[config.mk]
export PLATFORM = sky130hd
export DESIGN_NAME = rr_burst_arbiter
export DESIGN_NICKNAME = d
export VERILOG_FILES = /design/src/rtl/arb_pkg.sv /design/src/rtl/rr_priority_pick.sv /design/src/rtl/rr_burst_arbiter.sv
export SDC_FILE = /design/constraint.sdc
export NUM_CORES = 1
export LEC_CHECK = 0
export ABC_AREA = 1
export CORE_MARGIN = 4
export CORE_UTILIZATION = 43
export CTS_CLUSTER_DIAMETER = 200
export CTS_CLUSTER_SIZE = 8
export DETAILED_ROUTE_END_ITERATION = 6
export PLACE_DENSITY = 0.74
export SLEW_MARGIN = 20
export SYNTH_ARGS = -nofsm -noshare
export SYNTH_HDL_FRONTEND = slang
export SYNTH_SLANG_ARGS = --single-unit
export TNS_END_PERCENT = 1
[constraint.sdc]
create_clock -name clk -period 4.1 [get_ports clk]
set_clock_uncertainty 0.15 [all_clocks]
set_input_delay 1.23 -clock clk [delete_from_list [all_inputs] [get_ports clk]]
set_output_delay 1.23 -clock clk [all_outputs]
set_load 0.05 [all_outputs]
[src/rtl/arb_pkg.sv]
// Shared types and helpers for the round-robin burst arbiter.
// Holds the arbiter state encoding, the default burst limit and a wrap-around increment.
// Pure declarations only; no logic and no latency of its own.
package arb_pkg;

    typedef enum logic {
        IDLE  = 1'b0,
        BURST = 1'b1
    } arb_state_t;

    localparam int ARB_MAX_BURST = 4;

    // Wrap-around increment that is correct for non-power-of-two n.
    function automatic int next_idx(input int idx, input int n);
        return (idx >= n - 1) ? 0 : idx + 1;
    endfunction

endpackage

[src/rtl/rr_priority_pick.sv]
// First-one search over a request vector, starting at a rotating pointer, with wrap.
// Latency: purely combinational, zero cycles.
// Backpressure: none; the caller decides whether the pick is used.
//
// Ports:
//   i_active  - request vector, one bit per requester
//   i_start   - index searched first; the search proceeds upward with wrap
//   o_onehot  - one-hot pick, all zero when i_active is zero
//   o_idx     - binary index of the pick (0 when nothing is picked)
module rr_priority_pick #(
    parameter int NUM_FIFOS = 4,
    parameter int TAGWIDTH  = $clog2(NUM_FIFOS)
) (
    input  logic [NUM_FIFOS-1:0] i_active,
    input  logic [TAGWIDTH-1:0]  i_start,
    output logic [NUM_FIFOS-1:0] o_onehot,
    output logic [TAGWIDTH-1:0]  o_idx
);

    // One extra bit so start + offset can exceed NUM_FIFOS-1 before wrapping.
    localparam int SW = TAGWIDTH + 1;

    logic [NUM_FIFOS-1:0] w_rot;
    logic                 w_found;
    logic [SW-1:0]        w_off;
    logic [SW-1:0]        w_sum;

    // Doubling the vector makes a right shift behave as a rotate; bit k of
    // w_rot is requester (start + k) mod NUM_FIFOS.
    assign w_rot = NUM_FIFOS'({i_active, i_active} >> i_start);

    always_comb begin
        w_found = 1'b0;
        w_off   = '0;
        // Descending scan so the lowest set offset is the one that sticks.
        for (int k = NUM_FIFOS - 1; k >= 0; k--) begin
            if (w_rot[k]) begin
                w_found = 1'b1;
                w_off   = SW'(k);
            end
        end
        w_sum = {1'b0, i_start} + w_off;
        if (w_sum >= SW'(NUM_FIFOS)) begin
            w_sum = w_sum - SW'(NUM_FIFOS);
        end
        o_idx    = w_sum[TAGWIDTH-1:0];
        o_onehot = '0;
        if (w_found) begin
            o_onehot[o_idx] = 1'b1;
        end
    end

endmodule

[src/rtl/rr_burst_arbiter.sv]
// Round-robin pop arbiter: one non-empty requesting FIFO per cycle, owner may hold up to MAX_BURST pops.
// Latency: grant is combinational from registered priority state, so the pop happens in the request cycle.
// Backpressure: empty FIFOs are never granted; an owner that stops requesting loses the grant the same cycle.
//
// Ports:
//   clk, rst_n - clock and asynchronous active-low reset (grant is forced off while in reset)
//   reqs       - per-FIFO request
//   empty      - per-FIFO empty flag
//   gnt        - one-hot grant (all zero when nothing granted), drives FIFO pops
//   gnt_vld    - any grant this cycle
//   gnt_idx    - index of the granted FIFO; holds the last owner when nothing is granted
//   burst_cnt  - consecutive grants to the current owner including this cycle's, 0 when idle
module rr_burst_arbiter
    import arb_pkg::*;
#(
    parameter int NUM_FIFOS = 4,
    parameter int TAGWIDTH  = $clog2(NUM_FIFOS),
    parameter int MAX_BURST = ARB_MAX_BURST,
    parameter int CNTWIDTH  = $clog2(MAX_BURST + 1)
) (
    input  logic                 clk,
    input  logic                 rst_n,
    input  logic [NUM_FIFOS-1:0] reqs,
    input  logic [NUM_FIFOS-1:0] empty,
    output logic [NUM_FIFOS-1:0] gnt,
    output logic                 gnt_vld,
    output logic [TAGWIDTH-1:0]  gnt_idx,
    output logic [CNTWIDTH-1:0]  burst_cnt
);

    logic [TAGWIDTH-1:0]  r_owner;
    logic [CNTWIDTH-1:0]  r_cnt;
    arb_state_t           r_st;

    logic [NUM_FIFOS-1:0] w_active;
    logic [TAGWIDTH-1:0]  w_ptr;
    logic [NUM_FIFOS-1:0] w_pick_onehot;
    logic [TAGWIDTH-1:0]  w_pick_idx;
    logic                 w_hold;
    logic [NUM_FIFOS-1:0] w_hold_onehot;

    // Gating with rst_n makes the grant drop asynchronously when reset asserts.
    assign w_active = reqs & ~empty & {NUM_FIFOS{rst_n}};

    // The owner is searched last, so after exhaustion it is re-picked only
    // when it is the sole active requester.
    assign w_ptr = TAGWIDTH'(next_idx(int'(r_owner), NUM_FIFOS));

    rr_priority_pick #(
        .NUM_FIFOS (NUM_FIFOS),
        .TAGWIDTH  (TAGWIDTH)
    ) u_pick (
        .i_active (w_active),
        .i_start  (w_ptr),
        .o_onehot (w_pick_onehot),
        .o_idx    (w_pick_idx)
    );

    assign w_hold = (r_st == BURST) && w_active[r_owner] && (r_cnt < CNTWIDTH'(MAX_BURST));

    always_comb begin
        w_hold_onehot          = '0;
        w_hold_onehot[r_owner] = 1'b1;
    end

    assign gnt       = w_hold ? w_hold_onehot : w_pick_onehot;
    assign gnt_vld   = |gnt;
    assign gnt_idx   = w_hold ? r_owner : (gnt_vld ? w_pick_idx : r_owner);
    assign burst_cnt = w_hold ? (r_cnt + CNTWIDTH'(1)) : (gnt_vld ? CNTWIDTH'(1) : '0);

    always_ff @(posedge clk or negedge rst_n) begin
        if (!rst_n) begin
            r_owner <= TAGWIDTH'(NUM_FIFOS - 1);
            r_cnt   <= '0;
            r_st    <= IDLE;
        end else if (gnt_vld) begin
            if (w_hold) begin
                r_cnt <= r_cnt + CNTWIDTH'(1);
            end else begin
                r_owner <= w_pick_idx;
                r_cnt   <= CNTWIDTH'(1);
            end
            r_st <= BURST;
        end else begin
            // Owner is kept so priority resumes where it left off.
            r_st  <= IDLE;
            r_cnt <= '0;
        end
    end

endmodule

==> flow_summary.json, run 1 <==
{
  "hpwlAfterDp_um": 2351,
  "cts_buffer_depth": 2,
  "dpl-instance-area_um2": 1500,
  "syn_area_um2": 794.5,
  "root_buffer": "clkbuf_4",
  "synth_top_family_by_area": "simple AND/OR/NAND/NOR gates",
  "lastStage": "clock tree synthesis (4_1_cts)",
  "cts.sinks": 6,
  "cts_max_level": 1,
  "initial_core_util_pct": 45.52,
  "cts_setup_buffers": 14,
  "firstError": "[ERROR DPL-0038] Utilization greater than 100%, impossible to legalize",
  "synthCells": 124,
  "rows": 15,
  "synth.avg_cell_area_um2": 6.407,
  "routabilityCongestion": 0.8393,
  "synth_simple_gate_area_share_pct": 57.64,
  "ctsHoldBuffers": 0,
  "die_h_um": 50.99,
  "synthAdderAreaFrac_pct": 9.449,
  "io_buffers": 19,
  "synthXorXnorAreaFrac_pct": 1.102,
  "yosysUniqueCellTypes": 18,
  "fp.dieW_um": 50.99,
  "synth-seq-area-share_pct": 19.21,
  "cts_resized": 62,
  "yosysWarnings": 0,
  "outcome": "aborted with a tool error",
  "dp.cells": 201,
  "ioPinCount": 20,
  "ys_ff_latch": 6,
  "synth-compound-area-share_pct": 4.094,
  "synth_fp_nets": 140,
  "cts_made_buffers": 3,
  "synth_mux_area_share_pct": 0
}
cell usage after synthesis:
library cell	n	share of area, %
a21boi_0	2	1.9
a21oi_1	2	1.3
buf_2	1	0.63
dfrtp_1	4	13
dfstp_2	2	6.6
ha_1	6	9.4
inv_1	15	7.1
inv_4	1	0.79
nand2_1	39	18
nand2_2	13	10
nand2_4	3	4.3
nand3_1	18	11
nand3_2	1	1.3
nor2_1	7	3.3
nor2_2	4	3.1
nor2_4	4	5.7
o211ai_1	1	0.95
xor2_1	1	1.1
cell families after synthesis:
group | Yosys count
adders and majority gates | 6
DFF | 6
buffers and inverters | 17
xor gates and xnor gates | 1
AOI/OAI and AO/OA | 5
and+or+nand+nor | 89
stage by stage:
step / setup slack [ns] / util, % / setup TNS, ns / hold slack (ns)
after floorplan: -0.5330 / - / -1.237 / 0.3650
after global placement: -1.066 / 85.95 / -6.920 / 0.4807
after detailed placement: -1.195 / 85.95 / -8.048 / 0.4975
==> run 2: changes to the inputs <==
CORE_AREA = 4 4 65 67   (was default)
CORE_MARGIN = default   (was 4)
CORE_UTILIZATION = default   (was 43)
CTS_CLUSTER_DIAMETER = default   (was 200)
CTS_CLUSTER_SIZE = default   (was 8)
DIE_AREA = 0 0 69 71   (was default)
PLACE_DENSITY = default   (was 0.74)
PLACE_DENSITY_LB_ADDON = 0.15   (was default)
clock period = 5.3 ns   (was 4.1 ns; I/O delays follow)
==> flow_summary.json, run 2 <==
{
  "outcome": "finished with violations",
  "violations": "negative setup slack",
  "hpwlAfterDp_um": 1854,
  "syn_area_um2": 794.5,
  "crit_arrival_ns": 3.67,
  "via_per_inst": 4.209,
  "layout_commonest_cell": "buf_4",
  "num_vias": 926,
  "tns_ns": -0.2559,
  "grt_start_max_net_pins": 9,
  "worst-path-stages": 20,
  "end_kind": "output pin",
  "synth-compound-area-share_pct": 4.094,
  "worstHoldPathCells": 2,
  "synthTopCellsByCount": "nand2_1, nand3_1, inv_1",
  "synth_fp_nets": 140,
  "cts_buffer_depth": 2,
  "synth_edf_count": 0,
  "synth.avg_cell_area_um2": 6.407,
  "report.final.slew_viol_count": 0,
  "path_delay_family": "simple AND/OR/NAND/NOR gates",
  "area_delta_synth_final_pct": 103.9,
  "diodes": 0,
  "routabilityCongestion": 0.8530,
  "start_kind": "input port",
  "cts_max_level": 1,
  "drtIter0Drc": 18,
  "ys_ff_latch": 6,
  "routed_wirelength_um": 2386,
  "core_um2": 3633,
  "synth_mux_area_share_pct": 0,
  "critPathKind": "input port to output pin",
  "critPathSlowestCell": "clkdlybuf4s15_1",
  "dominantRegCellSynth": "dfrtp_1",
  "crit_fanout": 3,
  "post-route-period-util_pct": 102.0,
  "die_h_um": 71,
  "slew_headroom_pct": 77.93,
  "final_cell_mix": "buf_4, nand2_1, nand2_2",
  "cts.clk_slew.worst_paths_ns": 0.03,
  "fin_crit_ns": 5.407,
  "grt_pass1_wl_um": 4526,
  "drc_errors": 0,
  "root_buffer": "clkbuf_8",
  "cts_made_buffers": 3,
  "synth.top_cells.by_area": "nand2_1, dfrtp_1, nand3_1",
  "cp_cell_sequence": "clkdlybuf4s15_1 > nor2_4 > nand2_2 > nand3_2 > nand2_2 > nand3_2 > a21oi_2 > ha_2 > xor2_2 > buf_4 > nand2_4 > nand2_4 > nand2_4 > nand2_8 > nor2_4 > nand2_4 > nand2_4 > nand2_4 > nand2_4 > buf_12",
  "synth_top_family_by_area": "simple AND/OR/NAND/NOR gates",
  "drv_cap": 0,
  "nets": 189,
  "grt-ovfl-total": 0,
  "rows": 22,
  "rsz0062_at_grt": "yes",
  "setup_viol_count_final": 3,
  "antenna_left": 0,
  "max_freq_mhz": 184.9,
  "hold-worst-slack_ns": 0.3846,
  "path_common_cell": "nand2_4",
  "finalHoldViolCount": 0,
  "io_buffers": 19,
  "netlist.top_cell.by_area": "nand2_1",
  "critPathMaxStageDelay_ns": 0.21,
  "dr.pass1.iters": 4,
  "post-synth-top-count-cell": "nand2_1",
  "critPathBufInv": 3,
  "synth-seq-area-share_pct": 19.21,
  "grt_pass1_vias": 1012,
  "yosysUniqueCellTypes": 18,
  "synthXorXnorAreaFrac_pct": 1.102,
  "grt_use_total_pct": 11.14,
  "worst_pin_slew_ns": 0.3310,
  "synthAdderAreaFrac_pct": 9.449,
  "synthCells": 124,
  "hp-class": "flop to flop",
  "rr_worst_depth": 19,
  "fillers": 390,
  "yosysWarnings": 0,
  "synth_simple_gate_area_share_pct": 57.64,
  "die_area_um2": 4899,
  "drive_gt1_share_pct": 64.53,
  "largest_register_ffs": 3,
  "synthArstFlopShare_pct": 100.0,
  "yosysTopAreaCellShare_pct": 18.43,
  "cts.sinks": 6,
  "antenna_found_initial": 0,
  "fin_cells": 220,
  "initial_core_util_pct": 21.87,
  "clkLatencyLatePin_ns": 0.23,
  "r2r_slack_ns": 2.08,
  "fin_util_pct": 44.59,
  "largest_register": "r_cnt",
  "fp.dieW_um": 69,
  "tritoncts": "built",
  "top_regs": "r_cnt x3, r_owner x2, r_st x1",
  "ioPinCount": 20,
  "setup_ws_ns": -0.1073,
  "dp.cells": 212,
  "cp.required_ns": 3.56,
  "routedWlPerCell_um": 10.85
}
run 2: cell counts after synthesis:
No cell type changed its count.
run 2: timing repair:
item | 4_1_cts | 5_1_grt
hold buffers | 0 | 0
pin swaps | 26 | 15
setup buffers | 5 | 0
resized for setup | 55 | 21
setup endpoints to repair | 7 | 7
run 2: per-layer routing:
layer,routed length (µm),GRT usage [%]
met3,138,3.835
met2,1142,18.43
met5,0,0
met4,61,4.555
met1,1043,13.18
run 2: final cells by class:
cell class | instances | area, µm² | share of cell area [%]
clock buffers | 4 | 45.04 | 2.780
well taps | 48 | 60.06 | 3.707
multi-input cells | 101 | 813.3 | 50.19
repair buffers | 45 | 474.2 | 29.27
inverters | 16 | 75.07 | 4.633
flip-flops and latches | 6 | 152.6 | 9.421
run 2: metrics by stage:
stage	area (µm²)	setup slack, ns
after floorplan	928.4	-0.05297
after global placement	1439	-0.6152
after detailed placement	1439	-0.6617
after CTS	1618	-0.1722
after global routing	1620	-0.2600
final	1620	-0.1073
run 2: cell families after synthesis:
family | after synthesis
AO/OA/AOI/OAI | 5
XOR/XNOR | 1
adder cells (fa/ha/maj) | 6
buffers and inverters | 17
flip-flops | 6
AND/OR/NAND/NOR | 89
run 2: tightest hold or removal path, cell delays in order (launching register included):
cell	delay (ns)
dfstp_2	0.39
nand2_4	0.09
nand2_1	0.05
run 2: final timing paths:
kind,from,endpoint
min in group asynchronous,rst_n,r_cnt[1]
hold reg to reg,r_owner[1],r_owner[1]
setup / recovery,empty[1],gnt_idx[1]
max in group asynchronous,rst_n,r_owner[0]
setup reg to reg,r_owner[0],r_owner[1]
hold / removal,r_owner[1],r_owner[1]
Power of run 2 is left out: the tool's default activity adds up to more than one toggle a clock period on the data nets, which glitch-free logic cannot reach.
